<file path="src/rtl/feistel_sbox_stage.sv">
// -----------------------------------------------------------------------------
// feistel_sbox_stage
//
// Multi-cycle DES S-box substitution stage of the Feistel round function.
// The E-expanded right half is XORed with the round subkey when an operand is
// accepted. S1..S8 are then evaluated SBOX_PER_CYCLE boxes per clock, so the
// stage takes NSTEP = 8/SBOX_PER_CYCLE cycles. The 32-bit result is held
// until the downstream P-box stage takes it. With SBOX_PER_CYCLE=1 all eight
// boxes share a single 6->4 lookup path.
//
// Bit numbering: index 0 of every bus is DES bit 1 (the DES MSB).
//
// Ports
//   wClk           in   1   clock, all state on the rising edge
//   wReset         in   1   asynchronous, active-high reset
//   wInValid       in   1   upstream presents wExpandedData / wRoundKey
//   wInReady       out  1   stage can accept an operand this cycle
//   wExpandedData  in   48  E-expanded right half
//   wRoundKey      in   48  round subkey
//   wOutValid      out  1   wOutputData holds a completed result
//   wOutReady      in   1   downstream accepts the result
//   wOutputData    out  32  S-box output
//   wBusy          out  1   high while boxes are being evaluated (RUN)
// -----------------------------------------------------------------------------
module feistel_sbox_stage #(
  parameter int SBOX_PER_CYCLE = 1
) (
  input  logic        wClk,
  input  logic        wReset,
  input  logic        wInValid,
  output logic        wInReady,
  input  logic [47:0] wExpandedData,
  input  logic [47:0] wRoundKey,
  output logic        wOutValid,
  input  logic        wOutReady,
  output logic [31:0] wOutputData,
  output logic        wBusy
);

  localparam int NSTEP = 8 / SBOX_PER_CYCLE;
  localparam int CNT_W = (NSTEP > 1) ? $clog2(NSTEP) : 1;
  localparam logic [CNT_W-1:0] CNT_LAST = CNT_W'(NSTEP - 1);

  if (!(SBOX_PER_CYCLE == 1 || SBOX_PER_CYCLE == 2 ||
        SBOX_PER_CYCLE == 4 || SBOX_PER_CYCLE == 8)) begin : g_bad_param
    $error("feistel_sbox_stage: SBOX_PER_CYCLE must be 1, 2, 4 or 8");
  end

  // ---------------------------------------------------------------------------
  // S-box ROM (FIPS 46-3 S1..S8). Each entry is one box; the 64 nibbles are
  // laid out row-major (row 0 col 0 first, i.e. in the most significant
  // nibble), so the hex text reads exactly like the published tables.
  // ---------------------------------------------------------------------------
  localparam logic [255:0] SBOX_ROM [8] = '{
    256'hE4D12FB83A6C5907_0F74E2D1A6CB9538_41E8D62BFC973A50_FC8249175B3EA06D, // S1
    256'hF18E6B34972DC05A_3D47F28EC01A69B5_0E7BA4D158C6932F_D8A13F42B67C05E9, // S2
    256'hA09E63F51DC7B428_D70934A6285ECBF1_D6498F30B12C5AE7_1AD069874FE3B52C, // S3
    256'h7DE3069A1285BC4F_D8B56F03472C1AE9_A690CB7DF13E5284_3F06A1D8945BC72E, // S4
    256'h2C417AB6853FD0E9_EB2C47D150FA3986_421BAD78F9C5630E_B8C71E2D6F09A453, // S5
    256'hC1AF92680D34E75B_AF427C9561DE0B38_9EF528C3704A1DB6_432C95FABE17608D, // S6
    256'h4B2EF08D3C975A61_D0B7491AE35C2F86_14BDC37EAF680592_6BD814A7950FE23C, // S7
    256'hD2846FB1A93E50C7_1FD8A374C56B0E92_7B419CE206ADF358_21E74A8DFC90356B  // S8
  };

  // six[0] is the first DES bit of the group. Row = {six[0], six[5]},
  // column = {six[1], six[2], six[3], six[4]}; together they form the
  // row-major table address row*16+col.
  function automatic logic [3:0] sbox_lookup(input logic [2:0] box,
                                             input logic [5:0] six);
    logic [5:0]   addr;
    logic [255:0] rom;
    addr = {six[0], six[5], six[1], six[2], six[3], six[4]};
    rom  = SBOX_ROM[box];
    // Entry addr sits at bits [255-4*addr -: 4]; 255-4*addr == {~addr, 2'b11}.
    return rom[{~addr, 2'b11} -: 4];
  endfunction

  // ---------------------------------------------------------------------------
  // State
  // ---------------------------------------------------------------------------
  typedef enum logic [1:0] {
    ST_IDLE = 2'd0,
    ST_RUN  = 2'd1,
    ST_HOLD = 2'd2
  } state_t;

  state_t            state_q, state_d;
  logic [CNT_W-1:0]  cnt_q, cnt_d;
  logic [47:0]       operand_q, operand_d;
  logic [3:0]        res_q [8];
  logic [3:0]        res_d [8];
  logic [31:0]       out_data_q, out_data_d;
  logic              out_valid_q, out_valid_d;

  logic              accept;
  logic              last_step;

  logic [5:0]        chunk    [8];
  logic [2:0]        lane_box [SBOX_PER_CYCLE];
  logic [3:0]        lane_nib [SBOX_PER_CYCLE];

  // ---------------------------------------------------------------------------
  // Lookup lanes
  // ---------------------------------------------------------------------------
  for (genvar gi = 0; gi < 8; gi++) begin : g_chunk
    assign chunk[gi] = operand_q[6*gi +: 6];
  end

  // Lane gi handles box cnt*SBOX_PER_CYCLE+gi in the current step. The 4-bit
  // S-box value is stored bit-reversed so its MSB lands on the lower index.
  for (genvar gi = 0; gi < SBOX_PER_CYCLE; gi++) begin : g_lane
    logic [3:0] val;
    assign lane_box[gi] = 3'((int'(cnt_q) * SBOX_PER_CYCLE) + gi);
    assign val          = sbox_lookup(lane_box[gi], chunk[lane_box[gi]]);
    assign lane_nib[gi] = {val[0], val[1], val[2], val[3]};
  end

  assign accept    = wInValid & wInReady;
  assign last_step = (state_q == ST_RUN) && (cnt_q == CNT_LAST);

  // ---------------------------------------------------------------------------
  // FSM: state register
  // ---------------------------------------------------------------------------
  always_ff @(posedge wClk or posedge wReset) begin
    if (wReset) begin
      state_q <= ST_IDLE;
    end else begin
      state_q <= state_d;
    end
  end

  // ---------------------------------------------------------------------------
  // FSM: next state
  // ---------------------------------------------------------------------------
  always_comb begin
    state_d = state_q;
    unique case (state_q)
      ST_IDLE: begin
        if (wInValid) state_d = ST_RUN;
      end
      ST_RUN: begin
        if (last_step) state_d = ST_HOLD;
      end
      ST_HOLD: begin
        // A new operand taken in the same cycle as the result avoids a bubble.
        if (wOutReady) state_d = wInValid ? ST_RUN : ST_IDLE;
      end
      default: state_d = ST_IDLE;
    endcase
  end

  // ---------------------------------------------------------------------------
  // FSM: outputs. wInReady in HOLD follows wOutReady combinationally, which is
  // the only direct input-to-output path of the stage.
  // ---------------------------------------------------------------------------
  always_comb begin
    wInReady = 1'b0;
    wBusy    = 1'b0;
    case (state_q)
      ST_IDLE: wInReady = 1'b1;
      ST_RUN:  wBusy    = 1'b1;
      ST_HOLD: wInReady = wOutReady;
      default: ;
    endcase
  end

  // ---------------------------------------------------------------------------
  // Datapath next state
  // ---------------------------------------------------------------------------
  always_comb begin
    operand_d  = operand_q;
    cnt_d      = cnt_q;
    res_d      = res_q;
    out_data_d = out_data_q;

    if (state_q == ST_RUN) begin
      for (int i = 0; i < SBOX_PER_CYCLE; i++) begin
        res_d[lane_box[i]] = lane_nib[i];
      end
      cnt_d = last_step ? '0 : cnt_q + CNT_W'(1);
      // The visible result is only refreshed once every box has been written,
      // so a partially updated word is never presented.
      if (last_step) begin
        for (int j = 0; j < 8; j++) begin
          out_data_d[4*j +: 4] = res_d[j];
        end
      end
    end

    if (accept) begin
      operand_d = wExpandedData ^ wRoundKey;
      cnt_d     = '0;
    end
  end

  assign out_valid_d = (state_d == ST_HOLD);

  // ---------------------------------------------------------------------------
  // Datapath registers
  // ---------------------------------------------------------------------------
  always_ff @(posedge wClk or posedge wReset) begin
    if (wReset) begin
      cnt_q       <= '0;
      operand_q   <= '0;
      out_data_q  <= '0;
      out_valid_q <= 1'b0;
      for (int i = 0; i < 8; i++) begin
        res_q[i] <= '0;
      end
    end else begin
      cnt_q       <= cnt_d;
      operand_q   <= operand_d;
      out_data_q  <= out_data_d;
      out_valid_q <= out_valid_d;
      for (int i = 0; i < 8; i++) begin
        res_q[i] <= res_d[i];
      end
    end
  end

  assign wOutValid   = out_valid_q;
  assign wOutputData = out_data_q;

endmodule
</file>
<file path="config.mk">
export PLATFORM = sky130hd
export DESIGN_NAME = feistel_sbox_stage
export DESIGN_NICKNAME = d
export VERILOG_FILES = /design/src/rtl/feistel_sbox_stage.sv
export SDC_FILE = /design/constraint.sdc
export NUM_CORES = 1
export LEC_CHECK = 0
export ABC_CLOCK_PERIOD_IN_PS = 4600
export CAP_MARGIN = 10
export CORE_MARGIN = 5
export CORE_UTILIZATION = 47
export CTS_CLUSTER_SIZE = 28
export DETAILED_ROUTE_END_ITERATION = 10
export GPL_TIMING_DRIVEN = 0
export PLACE_DENSITY = 0.67
export RECOVER_POWER = 100
export SETUP_SLACK_MARGIN = 0.2
export SLEW_MARGIN = 20
export SYNTH_ARGS = -nofsm -noshare
export SYNTH_HDL_FRONTEND = slang
export SYNTH_SLANG_ARGS = --single-unit
</file>
<file path="constraint.sdc">
create_clock -name wClk -period 4.6 [get_ports wClk]
set_input_delay 0.69 -clock wClk [delete_from_list [all_inputs] [get_ports wClk]]
set_output_delay 0.69 -clock wClk [all_outputs]
set_load 0.05 [all_outputs]
</file>
# Word level (Yosys, flattened, before mapping)
# Memory sizes are Yosys's and may differ from the RTL's.
# Cells that the tools add are included.
# totals
regBits,118
rom_bits,2048
inputBits,100
output_inout_bits,35
mem_count,1
# memory_table
name,words,word_bits,rd,rd_ports_with_merged_regs,wr,line_no,rtl
(no name shown),8,256,1,0,0,73,rom = SBOX_ROM[box];
# op_classes
add_sub_neg,1
n_lt_le_gt_ge,2
n_eq_ne,4
shifts,1
n_mux,18
n_bitwise,4
reduce_logical,5
# ops
op,n
256-bit two-way mux,2
259-bit by 9-bit indexed part select with 4-bit output,1
48-bit XOR,1
32-bit bitwise mux,1
6-bit binary-select mux with 3-bit select,1
4-bit demux with 3-bit select,1
6-bit two-way mux,2
3-bit two-way mux,3
2-bit two-way mux,3
6-bit inverter,1
2-bit one-hot mux with 3 select lines,1
2-bit equality test (second input constant),2
4-bit greater-or-equal comparator (second input constant),1
4-bit by 1-bit < comparator with 1-bit output (second input constant),1
4-bit two-way mux,1
3-bit inverter with 4-bit output,1
3-bit by 1-bit adder with 3-bit output (second input constant),1
3-bit equality test (second input constant),1
2-bit by 1-bit equality test with 1-bit output (second input constant),1
1-bit logical AND,2
2-bit zero test,1
1-bit two-way mux,2
1-bit one-hot mux with 2 select lines,1
2-bit AND reduction,1
2 further kinds,2

# Logic depth before layout (Yosys ltp)
# logic_depth
word_depth,7
mapped_depth,16
mapped_depth_nobuf,11

# Worst setup path after synthesis
# OpenSTA, ideal clock, no wires.
# synth_path
path_type,reg-to-reg
from,register cnt_q[0]
to,"register out_data_q[13], in the netlist wOutputData[13]"
setup_time_ns,0.126
arrival_ns,3.357
t_required_ns,4.474
path_slack_ns,1.117
path_stages_with_launch,16
path_buffers,5
period_less_slack_ns,3.483
cell_sequence,dfrtp_1 buf_6 buf_8 inv_2 buf_1 ha_1 clkbuf_1 inv_1 clkbuf_1 nor2_1 a2111oi_0 a311o_1 o2111ai_1 o32ai_1 nor3_2 a221o_1
# synth_via
elab_chain_len,7
# synth_rtl
element,line_no,rtl
start: declaration,88,"logic [CNT_W-1:0] cnt_q, cnt_d;"
start signal: assignment,211,cnt_q <= cnt_d;
"parallel branches: the longest is 7 deep, another holds memory 8 x 256 bit",-,
end signal: assignment,213,out_data_q <= out_data_d;
end: declaration,92,"logic [31:0] out_data_q, out_data_d;"
# Parallel ways; which one is timed is not known. The select of a mux whose other input is x is not followed.
# A chain may end at the register's enable or synchronous reset.

# Final worst setup path
# layout_path
from,register cnt_q[1]
to,register res_q[18] in the netlist's numbering
# layout_via
elab_chain_len,7
# layout_rtl
element,line_no,rtl
3-bit inverter with 4-bit output (not written as such) (*),"73, 114, 178",
"parallel branches: the longest is 5 deep, another holds memory 8 x 256 bit",-,
32-bit bitwise mux (*),178,res_d[lane_box[i]] = lane_nib[i];
end signal: indexed assignment,216,res_q[i] <= res_d[i];
end: declaration,90,logic [3:0] res_q [8];
# Every way passes the cells marked *. The select of a mux whose other input is x is not followed.

==> flow_summary.toml <==
[timing]
fin_ws_ps = -28.7
hold_violations = 0
grt_setup_unrepaired = "no"
worst-slew-pin-transition_ps = 2380
timing.fmax_mhz = 216
fin_setup_tns_ps = -105
final_min_period_over_clock_period_pct = 101
finalSetupViolations = 9
timing.hold.ws_ps = 477
final_max_slew_viol_count = 121
timing.slew.headroom_pct = -59.4
skew_ps = 12.4
tmin_final_ps = 4630

[synthesis]
synthArstFlopShare_pct = 100
synth.net_count = 1219
post_synth_instance_area_mm2 = 0.00929
synthTopCellsByCount = "sky130_fd_sc_hd__nor2_1, sky130_fd_sc_hd__dfrtp_1, sky130_fd_sc_hd__a21oi_1, sky130_fd_sc_hd__nand2_1, sky130_fd_sc_hd__o21ai_0"
synth_ff_type = "sky130_fd_sc_hd__dfrtp_1"
synth.largest_area_cell = "sky130_fd_sc_hd__dfrtp_1"
ys_ff_latch = 118
synth.top_cells.by_area = "sky130_fd_sc_hd__dfrtp_1, sky130_fd_sc_hd__a21oi_1, sky130_fd_sc_hd__nor2_1"
synth_edf_count = 0
warning_count_from_the_yosys_run = 0
synthMostInstantiatedCell = "sky130_fd_sc_hd__nor2_1"
synth_top_cell_area_share_pct = 31.8
synthesis.instances = 1103
synth_seq_area_share_pct = 31.8
synth_cell_type_count = 88
synth_area_per_cell_um2 = 8.43

[clock_network]
cts_max_path_buffers = 2
clkSinkCount = 118
clk_pin_slew_ps = 60
tritoncts = "done"
cts_root_buf = "sky130_fd_sc_hd__clkbuf_16"
cts_buffers = 17
cts_hold_buf = 0
ctsHtreeMaxLevel = 4
clock_latency_ps = 420

[routing]
met3RoutedLength_um = 7180
met2_length_um = 20200
topRoutingLayerUsed = "met4"
via_per_inst = 7.32
dr.first_iter.drc_count = 2216
remaining_drc_errors = 12
routedWlPerCell_um = 31.4
route.final.wire_length_um = 48200
route.vias.total = 11200
drtPass1Iterations = 11
postRouteAntennaNets = 0
met1Wirelength_um = 17000

[hold_path]
min_path_type = "reg2reg"

[die]
die_width_um = 151
row_count = 51
core_area_mm2 = 0.0195
area_of_the_die_mm2 = 0.0227
initial_utilization_pct = 47.8
die_height_um = 151
io_pins = 135

[flow_run]
cap_violations = 2

[setup_path]
critical_path_capture_point_type = "register"
worst-endpoint-required_ps = 4940
timing.critical_path.cells = "buf_6 > inv_1 > ha_1 > clkbuf_1 > nor3_1 > nor2_1 > o41ai_1 > a21oi_1 > a211oi_1 > o211a_1 > buf_6 > mux2_1"
critical_path_source_type = "register"
cp_common_cell = "sky130_fd_sc_hd__buf_6"
slowest_stage = "sky130_fd_sc_hd__o41ai_1"
path_max_fanout = 13
cp_data_arrival_time_ps = 4970
timing.critical_path.slowest_cell_delay_ps = 790
timing_worst_setup_path_type = "reg2reg"

[outcome]
outcome = "finished with violations"
violations = "design-rule violations, max-capacitance violations, max-slew violations, negative setup slack"

[global_routing]
grt_pass1_vias = 11100
grt.overflow.total = 0
gr-usage-all-layers_pct = 42.2
pin_count_of_the_biggest_net_entering_global_routing = 64
grt_pass1_wl_um = 70300
antenna_violations_before_repair = 0

[placement]
cell_count_post_placement = 1503
count_of_buffers_inserted_at_the_top_level_ports = 134
dpl-instance-area_mm2 = 0.0110
dpl.hpwl_um = 34300
gp_routability_congestion = 1.19

[final_layout]
drive_gt1_share_pct = 13.5
area_growth_syn_to_layout_pct = 25.1
finish.instance_area_mm2 = 0.0116
area.sequential_mm2 = 0.00295
nNetsFinal = 1373
post_layout_nonfiller_instances = 1535
fillerInstances = 1644
antennaDiodeCount = 0
multiInputGateArea_mm2 = 0.00575
cell type report:
class | instances | share of cell area (%)
flip-flops and latches | 118 | 25.4
repair buffers | 135 | 11.6
well taps | 265 | 2.85
clock inverters | 12 | 1.22
multi-input cells | 874 | 49.5
plain buffers | 96 | 4.99
inverters | 15 | 0.495
clock buffers | 20 | 4.01
per-layer routing:
layer / vias up / global-route usage (%)
met3: 356 / 18.3
met5: - / 0
met4: 0 / 23.4
met1: 5304 / 51.2
li1: 4449 / -
met2: 1127 / 62.7
logic make-up after synthesis:
kind of cell               after synthesis  share of synthesized area, %
adders and majority gates               17                          2.26
and+or+nand+nor                        387                          20.2
AOI/OAI and AO/OA                      375                          27.5
buffers and inverters                  111                          6.72
xor gates and xnor gates                49                          4.62
muxes                                   46                          6.88
DFF                                    118                          31.8
timing repair:
action / 4_1_cts / 5_1_grt
setup endpoints to repair: 64 / 62
resized for setup: 13 / 24
setup buffers: 0 / 0
per-stage QoR:
stage,utilization [%],setup slack [ps]
after CTS,59.9,169
final,59.8,-28.7
after detailed placement,56.5,-641
after floorplan,-,781
after global routing,59.8,130
after global placement,56.3,-727
worst paths after layout:
path	start	end	slack [ps]	cells after the start
max	cnt_q[1]	res_q[18]	-30	12
min	wOutputData[9]	wOutputData[9]	480	2
max reg2reg	cnt_q[1]	res_q[18]	-30	12
min reg2reg	wOutputData[9]	wOutputData[9]	480	2
max in group asynchronous	wReset	res_q[15]	880	3
min in group asynchronous	wReset	operand_q[5]	1380	2
state kept, by name, indices dropped and copies added, names as in the netlist:
name,count
res_q,32
state_q,2
cnt_q,3
wOutputData,32
wOutValid,1
operand_q,48
cells in the final DEF, fill, tap and decap left out, drive strengths merged, types with 5 or more instances in the layout:
master | Yosys | final
o311ai | 8 | 8
clkbuf | 39 | 64
nand3 | 25 | 25
and2 | 9 | 9
o32ai | 5 | 5
o211ai | 9 | 9
a21oi | 114 | 114
a31oi | 14 | 14
a311oi | 9 | 9
xnor2 | 45 | 45
clkdlybuf4s50 | 0 | 97
a221oi | 6 | 6
mux2i | 17 | 17
o31ai | 17 | 17
or3 | 5 | 5
nand4 | 9 | 9
a22oi | 6 | 6
nand2 | 93 | 93
a221o | 19 | 19
o2111ai | 7 | 7
clkinvlp | 0 | 6
and3 | 41 | 41
dlygate4sd3 | 0 | 37
dfrtp | 118 | 118
buf | 57 | 53
a211oi | 22 | 22
ha | 16 | 16
mux2 | 20 | 20
nand2b | 7 | 7
or2 | 6 | 6
inv | 14 | 16
nor2 | 132 | 132
nor2b | 5 | 5
o21ai | 85 | 85
nor4 | 13 | 13
a2111oi | 9 | 9
mux4 | 9 | 9
nor3 | 31 | 31
o22ai | 8 | 8
worst max-delay path: cells and delay by family, from the launching register on:
kind | cells | cell delay [ps]
buffers and inverters | 4 | 1120
AO/OA/AOI/OAI | 4 | 1740
adder cells (fa/ha/maj) | 1 | 350
AND/OR/NAND/NOR | 2 | 630
multiplexers | 1 | 170
flip-flops | 1 | 530
Power is left out: the tool's default activity adds up to more than one toggle a clock period on the data nets, which glitch-free logic cannot reach.
